==> config.mk <==
export PLATFORM = sky130hd
export DESIGN_NAME = alu_rs
export DESIGN_NICKNAME = d
export VERILOG_FILES = /design/src/rtl/alu_rs.sv
export SDC_FILE = /design/constraint.sdc
export NUM_CORES = 1
export LEC_CHECK = 0
export ABC_AREA = 0
export CAP_MARGIN = 20
export CORE_MARGIN = 5
export CORE_UTILIZATION = 30
export DETAILED_ROUTE_END_ITERATION = 16
export HOLD_SLACK_MARGIN = 0.06
export PLACE_DENSITY = 0.57
export SLEW_MARGIN = 20
export SYNTH_ARGS = -nofsm -noshare
export SYNTH_HDL_FRONTEND = slang
export SYNTH_SLANG_ARGS = --single-unit
==> constraint.sdc <==
create_clock -name clk -period 10 [get_ports clk]
set_input_delay 1.5 -clock clk [delete_from_list [all_inputs] [get_ports clk]]
set_output_delay 1.5 -clock clk [all_outputs]
set_load 0.01 [all_outputs]
==> src/rtl/alu_rs.sv <==
// ALU reservation station: holds dispatched ALU ops, wakes operands from the CDB,
// and issues the lowest-index ready entry through a registered valid/ready stage.
module alu_rs #(
  parameter int unsigned ENTRIES  = 8,
  parameter int unsigned DATA_W   = 32,
  parameter int unsigned TAG_W    = 4,
  parameter int unsigned OP_W     = 6,
  parameter int unsigned TAG_FREE = 0,
  parameter int unsigned TAG_BASE = 1
) (
  input  logic              clk,
  input  logic              rst,
  input  logic              dispValid,
  input  logic [OP_W-1:0]   dispOp,
  input  logic [DATA_W-1:0] dispDataO,
  input  logic [TAG_W-1:0]  dispTagO,
  input  logic [DATA_W-1:0] dispDataT,
  input  logic [TAG_W-1:0]  dispTagT,
  output logic              full,
  output logic [TAG_W-1:0]  allocTag,
  input  logic              enCDB,
  input  logic [TAG_W-1:0]  cdbTag,
  input  logic [DATA_W-1:0] cdbData,
  output logic              issueValid,
  output logic [OP_W-1:0]   issueOp,
  output logic [DATA_W-1:0] issueA,
  output logic [DATA_W-1:0] issueB,
  output logic [TAG_W-1:0]  issueTag,
  input  logic              aluReady
);

  localparam int unsigned      IDX_W = (ENTRIES > 1) ? $clog2(ENTRIES) : 1;
  localparam logic [TAG_W-1:0] TFREE = TAG_W'(TAG_FREE);
  localparam logic [TAG_W-1:0] TBASE = TAG_W'(TAG_BASE);

  logic [ENTRIES-1:0] valid;
  logic [OP_W-1:0]    op_q   [ENTRIES];
  logic [TAG_W-1:0]   tag_o  [ENTRIES];
  logic [DATA_W-1:0]  data_o [ENTRIES];
  logic [TAG_W-1:0]   tag_t  [ENTRIES];
  logic [DATA_W-1:0]  data_t [ENTRIES];

  logic [ENTRIES-1:0] ready;
  logic [IDX_W-1:0]   free_idx;
  logic [IDX_W-1:0]   sel_idx;
  logic               any_ready;
  logic               advance;
  logic               accept;

  logic [TAG_W-1:0]   d_tag_o;
  logic [DATA_W-1:0]  d_data_o;
  logic [TAG_W-1:0]   d_tag_t;
  logic [DATA_W-1:0]  d_data_t;

  // Priority encoders: lowest free slot for dispatch, lowest ready slot for issue.
  always_comb begin
    ready     = '0;
    free_idx  = '0;
    sel_idx   = '0;
    any_ready = 1'b0;
    for (int i = 0; i < int'(ENTRIES); i++) begin
      ready[i] = valid[i] && (tag_o[i] == TFREE) && (tag_t[i] == TFREE);
    end
    for (int i = int'(ENTRIES) - 1; i >= 0; i--) begin
      if (!valid[i]) free_idx = IDX_W'(i);
      if (ready[i]) begin
        sel_idx   = IDX_W'(i);
        any_ready = 1'b1;
      end
    end
  end

  assign full     = &valid;
  assign allocTag = full ? TFREE : TBASE + TAG_W'(free_idx);
  assign advance  = !issueValid || aluReady;
  assign accept   = dispValid && !full;

  // Same-cycle CDB bypass for operands arriving with a pending tag.
  always_comb begin
    d_tag_o  = dispTagO;
    d_data_o = dispDataO;
    d_tag_t  = dispTagT;
    d_data_t = dispDataT;
    if (dispTagO != TFREE && enCDB && cdbTag == dispTagO) begin
      d_tag_o  = TFREE;
      d_data_o = cdbData;
    end
    if (dispTagT != TFREE && enCDB && cdbTag == dispTagT) begin
      d_tag_t  = TFREE;
      d_data_t = cdbData;
    end
  end

  always_ff @(posedge clk) begin
    if (rst) begin
      valid      <= '0;
      issueValid <= 1'b0;
      issueOp    <= '0;
      issueA     <= '0;
      issueB     <= '0;
      issueTag   <= TFREE;
    end else begin
      // CDB snoop on resident entries; both operands may wake together.
      for (int i = 0; i < int'(ENTRIES); i++) begin
        if (valid[i] && enCDB && tag_o[i] != TFREE && tag_o[i] == cdbTag) begin
          tag_o[i]  <= TFREE;
          data_o[i] <= cdbData;
        end
        if (valid[i] && enCDB && tag_t[i] != TFREE && tag_t[i] == cdbTag) begin
          tag_t[i]  <= TFREE;
          data_t[i] <= cdbData;
        end
      end

      if (advance) begin
        issueValid <= any_ready;
        if (any_ready) begin
          issueOp        <= op_q[sel_idx];
          issueA         <= data_o[sel_idx];
          issueB         <= data_t[sel_idx];
          issueTag       <= TBASE + TAG_W'(sel_idx);
          valid[sel_idx] <= 1'b0;
        end
      end

      // free_idx is never the issuing entry, so these writes cannot collide.
      if (accept) begin
        valid[free_idx]  <= 1'b1;
        op_q[free_idx]   <= dispOp;
        tag_o[free_idx]  <= d_tag_o;
        data_o[free_idx] <= d_data_o;
        tag_t[free_idx]  <= d_tag_t;
        data_t[free_idx] <= d_data_t;
      end
    end
  end

endmodule

==> flow_summary_export.csv <==
group,metric,value,unit
run,drv_cap,0,
yosys,synth_top_cell_area_share,0.550,
setup_path,path_buf_inv,2,
clock_network,cts.sinks,707,
route,drt-initial-drc-count,2109,
yosys,synth_nets,2618,
final_layout,layout-drive-gt1-share,0.260,
global_route,grt_max_degree,91,
yosys,synth_edf_count,624,
route,vias,22900,
yosys,muxShareOfSynthArea,0.169,
yosys,ys_types,68,
yosys,netlist_top_cells_area,"edfxtp_1 55%, mux2_2 15%, dfxtp_1 4.9%, nand2_1 2.7%, a22oi_1 2.6%",
yosys,ys_ff_latch,707,
yosys,synth_area_per_cell,13.6,um2
route,postRouteAntennaNets,0,
route,drcViolationCount,0,
timing,post-route-period-util,0.493,
pwr,peakVddDrop,0.139,mV
setup_path,r2r_cells,9,
die,die_y,347,um
timing,rsz0062_at_grt,"no",
setup_path,crit_slowest_cell,"clkdlybuf4s50_1",
yosys,synthAdderAreaFrac,0.000735,
die,start_util,0.302,
setup_path,crit_family,"simple AND/OR/NAND/NOR gates",
timing,period_needed,4930,ps
placed_design,hpwl,66100,um
global_route,grt_pass1_wl,166000,um
yosys,yosysWarnings,0,
timing,worstMarginPinSlew,1170,ps
global_route,grt_pass1_vias,22800,
worst_hold_path,min-delay-start,"issueTag[1]$_SDFFE_PP0P_",
setup_path,cp_cell_sequence,"clkdlybuf4s50_1 > nor2b_1 > nand2_1 > or4_1 > o21ai_4 > buf_4",
yosys,netlist_instances,2497,
setup_path,path_class,"in2reg",
setup_path,critical_path_depth,6,
global_route,grt-ovfl-total,0,
yosys,yosysSeqAreaShare,0.599,
setup_path,arrival,5200,ps
yosys,async_flop_share,0,
clock_network,post-cts-setup-buffers,0,
yosys,synth_top_family_by_area,"multiplexers",
route,routed_wl,115000,um
worst_hold_path,holdPathStages,2,
route,dr.pass1.iters,7,
setup_path,cp_data_required_time,10270,ps
setup_path,cp_max_fo,19,
final_layout,area_growth,18.1,%
outcome,status,"finished clean",
timing,setup_viol,0,
setup_path,worstReg2RegStart,"tag_o[0][0]$_SDFFCE_PN0P_",
yosys,synth-xor-area-share,0.0159,
clock_network,cts_made_buffers,81,
setup_path,end_kind,"flip-flop",
placed_design,postPlaceCellArea,0.0375,mm2
timing,final.setup_skew,22.3,ps
route,post_drt_wl_per_cell,27.6,um
setup_path,max_stage_delay,880,ps
setup_path,start_kind,"primary input",
clock_network,clock_latency,630,ps
die,io_pins,199,
clock_network,cts_resized,0,
die,die_area,0.120,mm2
die,row_count,123,
clock_network,clockBufferDepth,3,
final_layout,fin_util,0.357,
yosys,yosys.area_share.simple,0.0801,
die,chipWidth,347,um
yosys,synth_flop_cell,"edfxtp_1",
pwr,power.density,164,mW/mm2
clock_network,cts_tree,"built",
final_layout,layout.nets,2726,
worst_hold_path,hold_path.class,"reg2reg",
clock_network,htreeDepth,3,
clock_network,path_clk_slew,60,ps
global_route,gr-usage-all-layers,0.184,
clock_network,root_buffer,"clkbuf_16",
timing,maxSlewViolCount,0,
setup_path,crit_start,"enCDB",
placed_design,gp_congestion,0.771,
final_layout,finish.instance_area,0.0402,mm2
clock_network,cts_hold_buf,0,
timing,max_freq,203,MHz
timing,relSlewSlack,0.222,
timing,hold_viol,0,
global_route,antenna_found_initial,25,
yosys,synth_area,0.0340,mm2
timing,tns,0,ps
placed_design,port_buffers,198,
die,coreArea,0.113,mm2
yosys,synth_compound_area_frac,0.102,
pwr,total_leakage_power,13.9,nW
yosys,synth_area_leader_cell,"edfxtp_1",
route,viasPerCell,5.46,
==> worst min-delay path, stage by stage (launching register included) <==
cell and delay, ps:
dfxtp_1 310, nand2_1 50, a21oi_1 50
==> sequential cells by signal (all words and copies together) (netlist names) <==
register and flops:
data_t 256, data_o 256, issueTag 4, tag_t 32, op_q 48, issueB 32
tag_o 32, valid 8, issueA 32, issueValid 1, issueOp 6
==> cell families (layout without fill, tap and decap cells) <==
group,count (synthesis),in the layout
mux,512,512
xor+xnor,62,62
compound gates,409,409
fa+ha+maj,2,2
flops,707,707
simple gates,563,563
buf+inv,242,418
other cells,0,13
==> synth_stat cells, types with 5 or more instances <==
master,instances
clkbuf_1,118
buf_2,60
nor3b_1,5
nand4b_1,5
a32oi_1,7
nor4_1,11
nand2b_1,5
nor2_1,83
dfxtp_1,83
inv_1,10
xor2_1,43
nor3_1,19
nor2b_1,9
a22o_1,7
or4_1,9
mux2_2,459
a2111oi_1,46
a32o_1,68
a211o_1,68
xnor2_1,19
a2111oi_0,17
o21ai_0,12
nand3_1,69
buf_1,29
and3_1,76
o41ai_1,6
buf_4,11
a31oi_1,6
mux2_1,53
or3_1,5
a222oi_1,10
a22oi_1,118
nand2_1,241
edfxtp_1,624
a21oi_1,18
buf_6,14
==> path summary, 6_finish.rpt <==
kind	end	slack (ps)
worst max-delay path	data_o[5][15]$_DFFE_PP_	5070
worst min register to register	issueTag[1]$_SDFFE_PP0P_	460
worst max register to register	issueB[28]$_SDFFE_PP0P_	5340
worst min-delay path	issueTag[1]$_SDFFE_PP0P_	460
==> metal layers <==
layer	share of wire	GRT usage
met1	0.43	0.249
met4	0.023	0.0477
met5	0.00056	0
met3	0.084	0.0508
met2	0.47	0.294
==> through the flow <==
| step | total power, mW | hold WS [ps] | instances | setup WS, ps |
|---|---|---|---|---|
| finish | 6.61 | 457 | 4186 | 5070 |
| global route | 6.80 | 484 | 4177 | 4890 |
| CTS | 6.65 | 457 | 4172 | 5110 |
| detailed placement | 3.70 | 450 | 4021 | 4450 |
| global placement | 3.69 | 449 | 4021 | 4430 |
| floorplan | 3.52 | 481 | 2497 | 3170 |
==> area by class of cell <==
type,instances,area (um2)
multi-input combinational,1548,12800
fill,11000,72400
antenna,13,32.5
clock buffer,125,2390
clock inverter,26,272
sequential,707,20400
tap,1500,1880
inverter,10,38.8
timing repair buffer,257,2430
==> placed cells by master, fill, tap and decap left out, types with 68 or more instances in the layout <==
cell / count
edfxtp_1: 624
mux2_2: 459
nand2_1: 229
clkdlybuf4s50_1: 197
a22oi_1: 118
clkbuf_16: 84
dfxtp_1: 83
nor2_1: 82
and3_1: 74
nand3_1: 69
a32o_1: 68
a211o_1: 68
==> where the power goes <==
| part | switching, mW | total [mW] | internal [mW] |
|---|---|---|---|
| Sequential | 0.0116 | 3.26 | 3.25 |
| Clock | 1.22 | 2.97 | 1.75 |
| Combinational | 0.209 | 0.379 | 0.170 |
No activity file was read; power rests on OpenSTA's default activity.
